## src/rtl/instr_loader.sv

```systemverilog
// instr_loader: feeds an instruction buffer from a valid/ready source stream.
// Each accepted word is placed in the next sequential slot. A load ends on a
// zero terminator word or when every slot has been written.
module instr_loader #(
    parameter int Instr_word_size = 32,
    parameter int bs              = 16,
    localparam int IW             = $clog2(bs)
) (
    input  logic                       clk,
    input  logic                       rst,
    input  logic                       load_req,
    input  logic                       abort,
    input  logic                       in_valid,
    input  logic [Instr_word_size-1:0] in_data,
    output logic                       in_ready,
    output logic [IW-1:0]              buffer_index,
    output logic [Instr_word_size-1:0] instr_word,
    output logic                       load_done,
    output logic                       load_full,
    output logic [IW:0]                instr_count
);

    typedef enum logic [1:0] {
        S_IDLE = 2'd0,
        S_LOAD = 2'd1,
        S_DONE = 2'd2
    } state_t;

    localparam logic [IW-1:0] LAST_SLOT = IW'(bs - 1);

    state_t                     r_state;
    logic [IW-1:0]              r_wr_ptr;
    logic [IW-1:0]              r_buffer_index;
    logic [Instr_word_size-1:0] r_instr_word;
    logic                       r_load_done;
    logic                       r_load_full;
    logic [IW:0]                r_instr_count;

    logic w_loading;
    logic w_accept;
    logic w_term;
    logic w_last;

    // Handshake qualifiers; ready depends on the state register alone.
    always_comb begin
        w_loading = (r_state == S_LOAD);
        w_accept  = in_valid && w_loading;
        w_term    = (in_data == '0);
        w_last    = (r_wr_ptr == LAST_SLOT);
    end

    // Load sequencer: state, slot pointer and all registered buffer-side outputs.
    // The index/word pair only moves on an accept, so the buffer's every-cycle
    // write simply rewrites the same slot while the stream is idle.
    always_ff @(posedge clk or negedge rst) begin
        if (!rst) begin
            r_state        <= S_IDLE;
            r_wr_ptr       <= '0;
            r_buffer_index <= '0;
            r_instr_word   <= '0;
            r_load_done    <= 1'b0;
            r_load_full    <= 1'b0;
            r_instr_count  <= '0;
        end else if (abort) begin
            // Cancel wins over accept and load_req; the data pair and count stay put.
            r_state     <= S_IDLE;
            r_load_done <= 1'b0;
            r_load_full <= 1'b0;
        end else begin
            case (r_state)
                S_IDLE, S_DONE: begin
                    if (load_req) begin
                        r_state       <= S_LOAD;
                        r_wr_ptr      <= '0;
                        r_instr_count <= '0;
                        r_load_done   <= 1'b0;
                        r_load_full   <= 1'b0;
                    end
                end
                S_LOAD: begin
                    if (w_accept) begin
                        r_instr_word   <= in_data;
                        r_buffer_index <= r_wr_ptr;
                        r_wr_ptr       <= r_wr_ptr + 1'b1;
                        r_instr_count  <= r_instr_count + 1'b1;
                        if (w_term) begin
                            // The zero word is still written: it starts the buffer.
                            r_state     <= S_DONE;
                            r_load_done <= 1'b1;
                        end else if (w_last) begin
                            r_state     <= S_DONE;
                            r_load_done <= 1'b1;
                            r_load_full <= 1'b1;
                        end
                    end
                end
                default: r_state <= S_IDLE;
            endcase
        end
    end

    assign in_ready     = w_loading;
    assign buffer_index = r_buffer_index;
    assign instr_word   = r_instr_word;
    assign load_done    = r_load_done;
    assign load_full    = r_load_full;
    assign instr_count  = r_instr_count;

endmodule

```

## config.mk

```make
export PLATFORM = sky130hd
export DESIGN_NAME = instr_loader
export DESIGN_NICKNAME = d
export VERILOG_FILES = /design/src/rtl/instr_loader.sv
export SDC_FILE = /design/constraint.sdc
export NUM_CORES = 1
export LEC_CHECK = 0
export CAP_MARGIN = 20
export CORE_AREA = 2 2 75 77
export DETAILED_ROUTE_END_ITERATION = 8
export DIE_AREA = 0 0 77 79
export PLACE_DENSITY = 0.76
export RECOVER_POWER = 100
export SYNTH_ARGS = -nofsm -noshare
export SYNTH_HDL_FRONTEND = slang
export SYNTH_SLANG_ARGS = --single-unit
```

## constraint.sdc

```tcl
create_clock -name clk -period 3.98 [get_ports clk]
set_input_delay 0.796 -clock clk [delete_from_list [all_inputs] [get_ports clk]]
set_output_delay 0.796 -clock clk [all_outputs]
set_load 0.01 [all_outputs]
```

Word level (Yosys, flattened, before mapping)
Index checks and enable logic that the tools add are counted.

Flip-flop bits (word level): 49. Input port bits: 37. Output and inout bits: 44. Word-level logic and storage cells: 53.

$add $sub $neg: 2. Equality and inequality tests: 10. Mux-type cells: 22. Bitwise logic cells: 1. Reductions and logical operators: 11.

Operators by type and width (number): $logic_not A32 Y1 (1); $mux W2 (5); $mux W5 (2); $pmux W5 S2 (1); $mux W1 (8); $mux W4 (2); $pmux W4 S2 (1); $reduce_and A4 Y1 (2); $ne A3 B2 Y1 const B (2); $ne A3 B3 Y1 const B (2); $reduce_and A3 Y1 (2); $add A5 B1 Y5 const B (1); $reduce_and A5 Y1 (1); $add A4 B1 Y4 const B (1); $eq A4 B4 Y1 const B (1); $ne A4 B2 Y1 const B (1); $pmux W1 S2 (2); $pmux W2 S2 (1); $reduce_bool A3 Y1 (1); $eq A2 B1 Y1 const B (1); $eq A2 B2 Y1 const B (1); $logic_not A2 Y1 (1); $ne A2 B1 Y1 const B (1); $ne A2 B2 Y1 const B (1); 4 further kinds (4).

Depth between registers and ports, before layout
Gate-level depths: netlist of the first run.

Depth after elaboration: 6. Gate-level depth with buffers: 5. Mapped depth without buffers: 5.

Worst setup path before layout of the first run
No wires, ideal clock.

Path kind: input -> register. Start: input port in_data[18]. End: register r_load_full, in the netlist load_full. Library setup time: 0.126 ns. Arrival time: 1.677 ns. Required time: 3.854 ns. Path slack: 2.177 ns. Cell stages on the path: 4. Path buffers: 0. Cell sequence: nor4_1 -> nand4_1 -> or2_1 -> o311a_1.

Word-level cells in the longest chain between the ends: 3.

RTL lines: from (decl) (RTL line 14) `input logic [Instr_word_size-1:0] in_data,`; $logic_not A32 Y1 (RTL line 48) `w_term = (in_data == '0);`; $ne A3 B3 Y1 (no line); $reduce_and A5 Y1 (no line); to (signal assigned) (RTL line 62) `r_load_full <= 1'b0;`; to (signal assigned) (RTL line 68) `r_load_full <= 1'b0;`; to (signal assigned) (RTL line 77) `r_load_full <= 1'b0;`; to (decl) (RTL line 36) `logic r_load_full;`.

No other way between the ends. A chain may end at the register's enable or synchronous reset.

Worst setup path in the final report of the first run
Start: input port abort. End: register r_load_done, in the netlist load_done.

Word-level cells in the longest chain between the ends: 2. Elaborated cells on any way between the ends: 6. Those cells by class: eq/ne (3); mux (1); reduce/logical (2).

RTL lines: from (decl) (RTL line 12) `input logic abort,`; $ne A4 B2 Y1 (no line) (tied with other cells); $reduce_and A4 Y1 (no line); to (signal assigned) (RTL line 61) `r_load_done <= 1'b0;`; to (signal assigned) (RTL line 67) `r_load_done <= 1'b0;`; to (signal assigned) (RTL line 76) `r_load_done <= 1'b0;`; to (decl) (RTL line 35) `logic r_load_done;`.

Parallel ways exist; a longest one is shown, timed or not.

==> implementation parameters, run 1 <==
Parameter                              Value

Run status
  Run status    finished, final reports clean

STA
  Hold_ws    406.9 ps
  Measured slew at the worst slew-check pin    895.8 ps
  Final Setup Violations    0
  Crit path time final    2602 ps
  Setup TNS    0 ps
  RSZ-0062 raised after global routing    false
  Worst slew slack as a fraction of its limit    40.28%
  Number of hold violations in the final report    0
  Final critical-path share of the clock period    65.37%
  Highest Clock Rate    384.4 MHz
  Final clock skew    11.88 ps
  Number of pins exceeding their max-slew limit in the final report    0

Setup path
  Setup slack, reg-to-reg    2060 ps
  WP data arrival    2850 ps
  List of cells traversed by the critical path    dlygate4sd3_1 -> and4bb_1 -> buf_4 -> a22o_1
  Endpoint of the worst-slack reg-to-reg timing path    load_done
  Category of the worst setup path launch point    primary input
  Setup Crit Path Kind    in -> reg
  Worst endpoint required time    4230 ps
  Master of the slowest instance on the critical path    sky130_fd_sc_hd__and4bb_1
  Origin of the worst setup path    abort
  Type of element capturing the critical path    flop
  Worst path max stage delay    880 ps
  Largest fanout on the critical path    27
  Worst setup path endpoint    load_done
  Launching point of the worst reg2reg path    r_state[1]
  Worst R2R Path Depth    3

Layout
  Nets    345
  Filler cell count in the final layout    518
  Share of layout cells above drive strength 1    4.235%
  Total inserted antenna cells    0
  Final non-filler cell total    379
  Layout-stage area growth over the synthesis result    47.19%

Drt
  Number of DRC markers after the initial detailed-route iteration    151
  Drt via density    4.821
  Routed length per placed instance    12.82 um
  Detailed-routing iteration count for the pre-antenna-repair pass    4
  Number of vias after detailed routing    1827
  Number of nets still failing antenna checks after routing    0
  Total detailed-routing wirelength    4.860 mm
  DRC violation count after routing    0

Power
  Leakage power total    1.494 nW
  Worst-case vdd ir drop    0.2532 mV
  P per Cell Area    484.8 mW/mm2

Run
  Maximum Capacitance Violations    0

Global routing
  Vias in the first global route    1697
  Global-route wire length before repair    7.852 mm
  Number of antenna violations at the first check in global routing    0
  Global-route usage over all layers    16.18%
  Pin count of the biggest net entering global routing    50
  Overflow left after global routing    0

Logic synthesis
  Synth cell types    27
  Synth Cell Area    0.002044 mm2
  Post-synth net total    264
  Yosys warnings    0
  Post-Synthesis Cells    225
  Flops & latches, synth    49
  Cell types with the largest area share after synthesis    sky130_fd_sc_hd__dfrtp_1 (60%), sky130_fd_sc_hd__nand2_1 (21%), sky130_fd_sc_hd__nor4_1 (2.1%)
  Area share of the largest cell type after synthesis    59.98%
  Yosys top cell by area    sky130_fd_sc_hd__dfrtp_1
  Post-synthesis area per instance    9.086 um2
  Register area share after synthesis    59.98%

Floorplanning
  Initial core utilization    38.30%
  Die Outline Area    0.006083 mm2
  Number of rows in the core area    27
  Height of the chip    79 um
  Std-Cell Core Area    0.005338 mm2
  I/O pin count    81
  Die span in x    77 um

Placed design
  Final HPWL from detailed placement    3.531 mm
  Dpl cells    370
  I/O Buffers    80
  Routability congestion estimate    0.8224

Clock tree
  Max clock buf depth    2
  TritonCTS clock tree    yes
  CTS resizes    0
  Num CTS Buffers    5
  Buffers inserted during post-CTS setup optimization    0
  H-tree lvl count    2
  Clock-pin slew on the worst setup and hold paths    100 ps
  Count of hold-fix buffers inserted at cts    0
  Clock Tree Root    sky130_fd_sc_hd__clkbuf_8
  Sink Count    49
  Clock latency on the worst-skew pair    300 ps

Min path
  Type of the most critical hold path    in -> async
-- state kept, by name, summed over array words and instances, names as in the netlist --
| signal | count |
|---|---|
| instr_word | 32 |
| instr_count | 5 |
| buffer_index | 4 |
| r_wr_ptr | 4 |
| r_state | 2 |
| load_done | 1 |
| load_full | 1 |
-- cells by family after synthesis --
logic type	count (synthesis)	synth area share (%)
AO/OA/AOI/OAI	15	4.651
XOR/XNOR	3	1.285
adder cells (fa/ha/maj)	2	1.224
buffers and inverters	11	2.387
flip-flops	49	59.98
AND/OR/NAND/NOR	145	30.48
-- Yosys cell counts, drive strengths merged --
| cell type | number |
|---|---|
| nand3 | 5 |
| nor2b | 1 |
| nand2 | 115 |
| a31o | 1 |
| a32o | 1 |
| dfrtp | 49 |
| a21oi | 3 |
| and4bb | 1 |
| nor3b | 2 |
| nor2 | 4 |
| nand3b | 1 |
| nor3 | 1 |
| nand4 | 5 |
| inv | 2 |
| or2 | 1 |
| clkbuf | 3 |
| buf | 6 |
| nand2b | 1 |
| ha | 2 |
| a22o | 1 |
| o21ai | 7 |
| xor2 | 3 |
| o311a | 1 |
| a21o | 1 |
| nor4 | 8 |
-- cell usage in the layout (no fill, tap or decap), types with 2 or more instances in the layout --
master | netlist | layout
sky130_fd_sc_hd__inv_1 | 2 | 2
sky130_fd_sc_hd__nand4_1 | 5 | 5
sky130_fd_sc_hd__nand2_1 | 115 | 115
sky130_fd_sc_hd__ha_1 | 2 | 2
sky130_fd_sc_hd__nor2_1 | 4 | 4
sky130_fd_sc_hd__nor4_1 | 7 | 7
sky130_fd_sc_hd__dlygate4sd3_1 | 0 | 46
sky130_fd_sc_hd__xor2_1 | 3 | 3
sky130_fd_sc_hd__o21ai_0 | 7 | 7
sky130_fd_sc_hd__clkinvlp_4 | 0 | 3
sky130_fd_sc_hd__dfrtp_1 | 49 | 49
sky130_fd_sc_hd__clkbuf_8 | 0 | 5
sky130_fd_sc_hd__a21oi_1 | 3 | 3
sky130_fd_sc_hd__buf_4 | 0 | 2
sky130_fd_sc_hd__nand3_1 | 5 | 5
sky130_fd_sc_hd__clkdlybuf4s50_1 | 0 | 33
sky130_fd_sc_hd__nor3b_1 | 1 | 2
-- metrics by stage --
stage | util [%] | setup slack, ps | cell area, um2 | total power [mW]
2_1_floorplan | - | 2177 | 2044 | 0.8979
3_3_place_gp | 54.41 | 1449 | 2904 | 1.225
3_5_place_dp | 54.41 | 1400 | 2904 | 1.238
4_1_cts | 56.12 | 1693 | 2995 | 1.529
5_1_grt | 56.38 | 1267 | 3009 | 1.558
6_report | 56.38 | 1378 | 3009 | 1.459
-- layout make-up --
class,count,area [um2],area share (%)
sequential,49,1226,40.75
timing repair buffer,83,829.5,27.57
multi-input combinational,165,764.5,25.41
tap,72,90.09,2.994
clock buffer,5,68.82,2.287
clock inverter,3,22.52,0.7484
inverter,2,7.507,0.2495
-- worst min-delay path by stage --
stage,start,endpoint,cells past startpoint
final,rst,instr_word[24],1
after global routing,rst,instr_word[30],1
after CTS,buffer_index[2],buffer_index[2],2
after detailed placement,instr_word[24],instr_word[24],2
after global placement,buffer_index[1],buffer_index[1],2
after floorplan,r_wr_ptr[3],buffer_index[3],2
-- per-layer routing --
layer / vias to the layer above / global-route usage [%] / routed length, um / part of all wire (%)
li1: 893 / - / - / -
met1: 881 / 21.12 / 2191 / 45
met2: 49 / 26.93 / 2323 / 48
met3: 4 / 3.977 / 297 / 6.1
met4: 0 / 4.821 / 46 / 0.95
met5: - / 0 / 0 / 0
-- critical path, delay by kind of cell --
family,cells,cell delay (ps)
and+or+nand+nor,1,880
AOI/OAI and AO/OA,1,170
buffers and inverters,2,990
-- report_power, final --
group          total (mW)  internal [mW]  switching, mW  leakage, nW
logic               0.468          0.250          0.218        0.826
clock network       0.287          0.123          0.164       0.0364
registers           0.703          0.625         0.0781        0.632
Note: power is estimated with default switching activity, not from simulation.
==> run 2, diff against run 1 <==
==> constraint.sdc (replaced) <==
create_clock -name clk -period 2.63 [get_ports clk]
set_input_delay 0.526 -clock clk [delete_from_list [all_inputs] [get_ports clk]]
set_output_delay 0.526 -clock clk [all_outputs]
set_load 0.01 [all_outputs]
==> run 2 against run 1 <==
Net effect:
- sequential power is 51% higher
- via count decreased by 0.66%
- combinational power rose by 52%
==> implementation parameters, run 2 (synthesized netlist as in run 1, its figures left out) <==
Parameter                              Value

Global routing
  Pin count of the biggest net entering global routing    21 (was 50)
  Number of antenna violations at the first check in global routing    0 (unchanged)
  Vias in the first global route    1760 (was 1697)
  Global-route usage over all layers    17.19% (was 16.18%)
  Overflow left after global routing    0 (unchanged)
  Global-route wire length before repair    8.321 mm (was 7.852 mm)

Setup path
  Setup slack, reg-to-reg    890 ps (was 2060 ps)
  Origin of the worst setup path    abort (unchanged)
  Worst R2R Path Depth    5 (was 3)
  Worst setup path endpoint    instr_count[0] (was load_done)
  Setup Crit Path Kind    in -> reg (unchanged)
  Type of element capturing the critical path    flop (unchanged)
  WP data arrival    2370 ps (was 2850 ps)
  Launching point of the worst reg2reg path    r_state[1] (unchanged)
  Worst endpoint required time    2810 ps (was 4230 ps)
  Category of the worst setup path launch point    primary input (unchanged)
  Largest fanout on the critical path    12 (was 27)
  Endpoint of the worst-slack reg-to-reg timing path    instr_count[0] (was load_done)

STA
  Number of pins exceeding their max-slew limit in the final report    0 (unchanged)
  Final Setup Violations    0 (unchanged)
  Number of hold violations in the final report    0 (unchanged)
  Setup TNS    0 ps (unchanged)
  Measured slew at the worst slew-check pin    1025 ps (was 895.8 ps)
  Worst slew slack as a fraction of its limit    31.68% (was 40.28%)
  Final clock skew    6.285 ps (was 11.88 ps)
  Crit path time final    2193 ps
  Final critical-path share of the clock period    83.37%
  RSZ-0062 raised after global routing    false (unchanged)
  Highest Clock Rate    456.1 MHz
  Hold_ws    337.8 ps (was 406.9 ps)

Layout
  Share of the core filled with cells in the final layout    56.66% (was 56.38%)
  Share of layout cells above drive strength 1    4.207% (was 4.235%)
  Leading cell type in the layout, fill and taps excluded    sky130_fd_sc_hd__nand2_1 (unchanged)
  Max reg flops    32 (unchanged)
  Nets    348 (was 345)
  Final non-filler cell total    381 (was 379)
  Total inserted antenna cells    0 (unchanged)
  Layout-stage area growth over the synthesis result    47.92% (was 47.19%)
  Filler cell count in the final layout    500 (was 518)
  Footprint of the multi-input gates    764.5 um2 (unchanged)
  Sequential cell area    0.001226 mm2 (unchanged)
  Commonest cells after routing, fill and taps aside    sky130_fd_sc_hd__nand2_1 (115), sky130_fd_sc_hd__dfrtp_1 (49), sky130_fd_sc_hd__dlygate4sd3_1 (46), sky130_fd_sc_hd__clkdlybuf4s50_1 (33) (unchanged)

Floorplanning
  Height of the chip    79 um (unchanged)
  Std-Cell Core Area    0.005338 mm2 (unchanged)
  Number of rows in the core area    27 (unchanged)
  Die span in x    77 um (unchanged)
  I/O pin count    81 (unchanged)
  Die Outline Area    0.006083 mm2 (unchanged)
  Initial core utilization    38.30% (unchanged)

Power
  Leakage power total    1.514 nW (was 1.494 nW)
  Overall power of the completed layout    2.289 mW (was 1.459 mW)
  P per Cell Area    756.9 mW/mm2 (was 484.8 mW/mm2)
  Worst-case vdd ir drop    0.3629 mV (was 0.2532 mV)

Drt
  Number of nets still failing antenna checks after routing    0 (unchanged)
  Detailed-routing iteration count for the pre-antenna-repair pass    4 (unchanged)
  Routed length per placed instance    13.07 um (was 12.82 um)
  DRC violation count after routing    0 (unchanged)
  Number of vias after detailed routing    1815 (was 1827)
  Drt via density    4.764 (was 4.821)
  Number of DRC markers after the initial detailed-route iteration    86 (was 151)
  Total detailed-routing wirelength    4.979 mm (was 4.860 mm)

Placed design
  Routability congestion estimate    0.7856 (was 0.8224)
  Dpl cells    374 (was 370)
  I/O Buffers    80 (unchanged)
  Final HPWL from detailed placement    3.820 mm (was 3.531 mm)

Clock tree
  Clock-pin slew on the worst setup and hold paths    90 ps (was 100 ps)
  CTS resizes    0 (unchanged)
  Count of hold-fix buffers inserted at cts    0 (unchanged)
  TritonCTS clock tree    yes (unchanged)
  H-tree lvl count    2 (unchanged)
  Num CTS Buffers    5 (unchanged)
  Clock latency on the worst-skew pair    300 ps (about the same)
  Buffers inserted during post-CTS setup optimization    0 (unchanged)
  Max clock buf depth    2 (unchanged)
  Sink Count    49 (unchanged)
  Clock Tree Root    sky130_fd_sc_hd__clkbuf_8 (unchanged)

Run status
  Run status    finished, final reports clean (unchanged)

Run
  Maximum Capacitance Violations    0 (unchanged)

Min path
  Type of the most critical hold path    in -> async (unchanged)
[run 2: changes by cell type in the layout (fill, tap and decap cells not counted), sizes merged]
cell | before | now
clkinv | 0 | 1
clkinvlp | 3 | 0
buf | 3 | 4
bufinv | 0 | 1
clkbuf | 6 | 8
[run 2: routing by layer]
metal / share of wire [%] / GRT usage [%]
met1: 43 / 22.23
met4: 0.72 / 4.286
met2: 50 / 28.86
met5: 0 / 0
met3: 6.7 / 4.773
[run 2: cell type report]
cell class | count | area share [%]
Clock inverter | 2 | 1.158
Clock buffer | 5 | 2.276
Inverter | 2 | 0.2482
Tap cell | 72 | 2.979
Sequential cell | 49 | 40.55
Multi-Input combinational cell | 165 | 25.28
Timing Repair Buffer | 86 | 27.51
[run 2: where the power goes]
| group | internal, mW | switching, mW | total (mW) |
|---|---|---|---|
| logic | 0.378 | 0.335 | 0.713 |
| registers | 0.946 | 0.116 | 1.06 |
| clock network | 0.276 | 0.237 | 0.513 |
| total | 1.60 | 0.688 | 2.29 |
[run 2: worst min-delay path by stage]
stage	from	end	slack, ps	depth (start not counted)
after floorplan	rst	buffer_index[0]	230	0
after global placement	instr_word[23]	instr_word[23]	460	2
after detailed placement	instr_word[20]	instr_word[20]	460	2
after CTS	rst	instr_word[24]	150	1
after global routing	rst	instr_word[30]	430	1
final	rst	instr_word[24]	340	1
[run 2: critical path, stage by stage]
cell and delay (ps):
sky130_fd_sc_hd__dlygate4sd3_1 620, sky130_fd_sc_hd__nor3b_1 430, sky130_fd_sc_hd__nand2_1 330, sky130_fd_sc_hd__buf_4 290, sky130_fd_sc_hd__nand3_1 80, sky130_fd_sc_hd__o21ai_0 90
[run 2: per-stage QoR]
stage               cell area (um2)  worst slack [ps]
floorplan                      2044              1097
global placement               2934             385.2
detailed placement             2934             376.1
CTS                            3038             645.8
global route                   3024             300.9
finish                         3024             437.5
==> patch, RTL diff (config.mk and constraints of run 2) <==
The parameter `Instr_word_size` goes from 32 to 16.
--- a/src/rtl/instr_loader.sv
+++ b/src/rtl/instr_loader.sv
@@ -3,5 +3,5 @@
 // zero terminator word or when every slot has been written.
 module instr_loader #(
-    parameter int Instr_word_size = 32,
+    parameter int Instr_word_size = 16,
     parameter int bs              = 16,
     localparam int IW             = $clog2(bs)
Interface: changed (resized in_data and instr_word); port bits go from 81 to 49. The function was not compared with the original's and may differ.
==> patch against run 2 <==
- global-route usage fell by 5.8 points
- utilization fell by 17 points
- worst setup slack improved by 0.10 ns
- sequential cell count fell by 16
- wire length fell by 34%
- first-iteration DRC count fell by 50%
- cell area fell by 31%
- maximum frequency rose by 4.8%
- die area did not move
- area after synthesis fell by 31%
- power fell by 25%
- critical path type unchanged
- critical endpoint is now instr_count[3]$_DFFE_PN0P_
- largest cell class unchanged
==> patch: results (changes against run 2) <==
Global Route Usage Sum 11.4% (-5.8 points); post-synthesis sequential area ratio 58.7% (-1.3 points); crit path from abort; Worst Max-Slew Pin Slew 0.814 ns (-0.211 ns); via density per instance 4.39 (-7.9%); Max Fclk 478 MHz (+4.8%); WL/cell 11.8 um (-9.5%); Setup Skew 0.00201 ns (-0.00428 ns); Post-Synth Adder-Cell Area 1.78% (+0.55 points); nets@finish 229 (-34%); async set-or-reset flop fraction in the synthesized netlist 100% (unchanged); post-synthesis compound-gate area fraction 4.00% (-0.65 points); Post-synth top cells nand2_1 (68), dfrtp_1 (33), nor2_1 (9); r2r worst-path depth 4 (-1); pre-CTS setup slack 0.510 ns (+0.134 ns); Leak 1.05 nW (-31%); initial antenna violation count 0 (unchanged); 1st-pass router iterations 4 (unchanged); clock root buffer master clkbuf_8; post-synthesis mux area share 0% (unchanged); worst-path fanout max 19 (+7); Worst-Skew Late Latency 0.28 ns (-0.02 ns); worst min path class reg2reg; HPWL after DPL 2.44 mm (-36%); Worst Setup Path Type in2reg; largest net degree at the start of global routing 34 (+62%); layout cell share with drive strength beyond 1 5.31% (+1.1 points); CTS max path bufs 2 (unchanged); GR Overflow Total 0 (unchanged); Mapped Nets 176 (-33%); Yosys cell types 23 (-15%); Final Wtd Congestion 0.738 (-6.1%); Antenna diodes 0 (unchanged); htree depth 2 (unchanged); DRT iter0 DRCs 43 (-50%); global-route wire length before repair 5.48 mm (-34%); Reg2Reg Launch Point r_state[1]$_DFFE_PN0P_; Area contributors post-synth dfrtp_1 (59%), nand2_1 (18%), xor2_1 (3.1%), nor2_1 (2.4%), ha_1 (1.8%); vias in the first global route 1140 (-35%); r2r endpoint instr_count[3]$_DFFE_PN0P_; worst path required time 2.78 ns (-0.03 ns); max reg flops 16 (-50%); outcome finished, final reports clean; post-synthesis xor/xnor area fraction 3.11% (+1.8 points); worst vdd ir 0.321 mV (-11%); clock-pin slew on the worst setup and hold paths 0.07 ns (-0.02 ns); worst reg-to-reg setup slack 0.93 ns (+0.04 ns); Port Buffers 48 (-40%)
[patch: worst max-delay path, stage by stage]
cell and delay (ns):
dlygate4sd3_1 0.59, and4bb_1 0.71, nand4_1 0.19, xor2_1 0.16, nor2_1 0.06
[patch: cell families after synthesis]
| logic type | count (synthesis) |
|---|---|
| xor+xnor | 5 |
| fa+ha+maj | 2 |
| compound gates | 9 |
| buf+inv | 7 |
| flops | 33 |
| simple gates | 97 |
[patch: how the worst min path moves through the flow]
stage | endpoint | slack, ns | from | cells after the start
after floorplan | buffer_index[0]$_DFFE_PN0P_ | 0.23 | rst | 0
after global placement | instr_word[11]$_DFFE_PN0P_ | 0.46 | instr_word[11]$_DFFE_PN0P_ | 2
after detailed placement | instr_word[8]$_DFFE_PN0P_ | 0.46 | instr_word[8]$_DFFE_PN0P_ | 2
after CTS | instr_word[8]$_DFFE_PN0P_ | 0.48 | instr_word[8]$_DFFE_PN0P_ | 2
after global routing | instr_word[13]$_DFFE_PN0P_ | 0.50 | instr_word[13]$_DFFE_PN0P_ | 2
final | instr_word[9]$_DFFE_PN0P_ | 0.47 | instr_word[9]$_DFFE_PN0P_ | 2
[patch: area by class of cell]
cell class	instances	area (um^2)
repair buffers	51	498
clock buffers	5	68.8
fillers	582	3240
flip-flops and latches	33	826
inverters	2	7.51
clock inverters	3	65.1
well taps	72	90.1
multi-input cells	113	541
[patch: per-layer routing]
metal | vias up | GRT usage, % | wire, um
met5 | - | 0 | 0
met4 | 0 | 3.21 | 30
met3 | 6 | 3.64 | 202
met2 | 36 | 18.5 | 1520
met1 | 575 | 14.7 | 1550
li1 | 607 | - | -
[patch: through the flow]
step	std cells	power, mW	hold WS [ns]	cell area (um^2)
6_report	279	1.71	0.469	2100
4_1_cts	279	1.79	0.481	2110
3_5_place_dp	271	1.22	0.462	1970
5_1_grt	279	1.82	0.502	2100
3_3_place_gp	271	1.20	0.458	1970
2_1_floorplan	153	0.891	0.230	1410
[patch: power by group]
group | internal, mW | switching (mW) | total (mW)
Combinational | 0.239 | 0.206 | 0.445
Sequential | 0.633 | 0.0685 | 0.701
Clock | 0.376 | 0.187 | 0.564
Total | 1.25 | 0.462 | 1.71
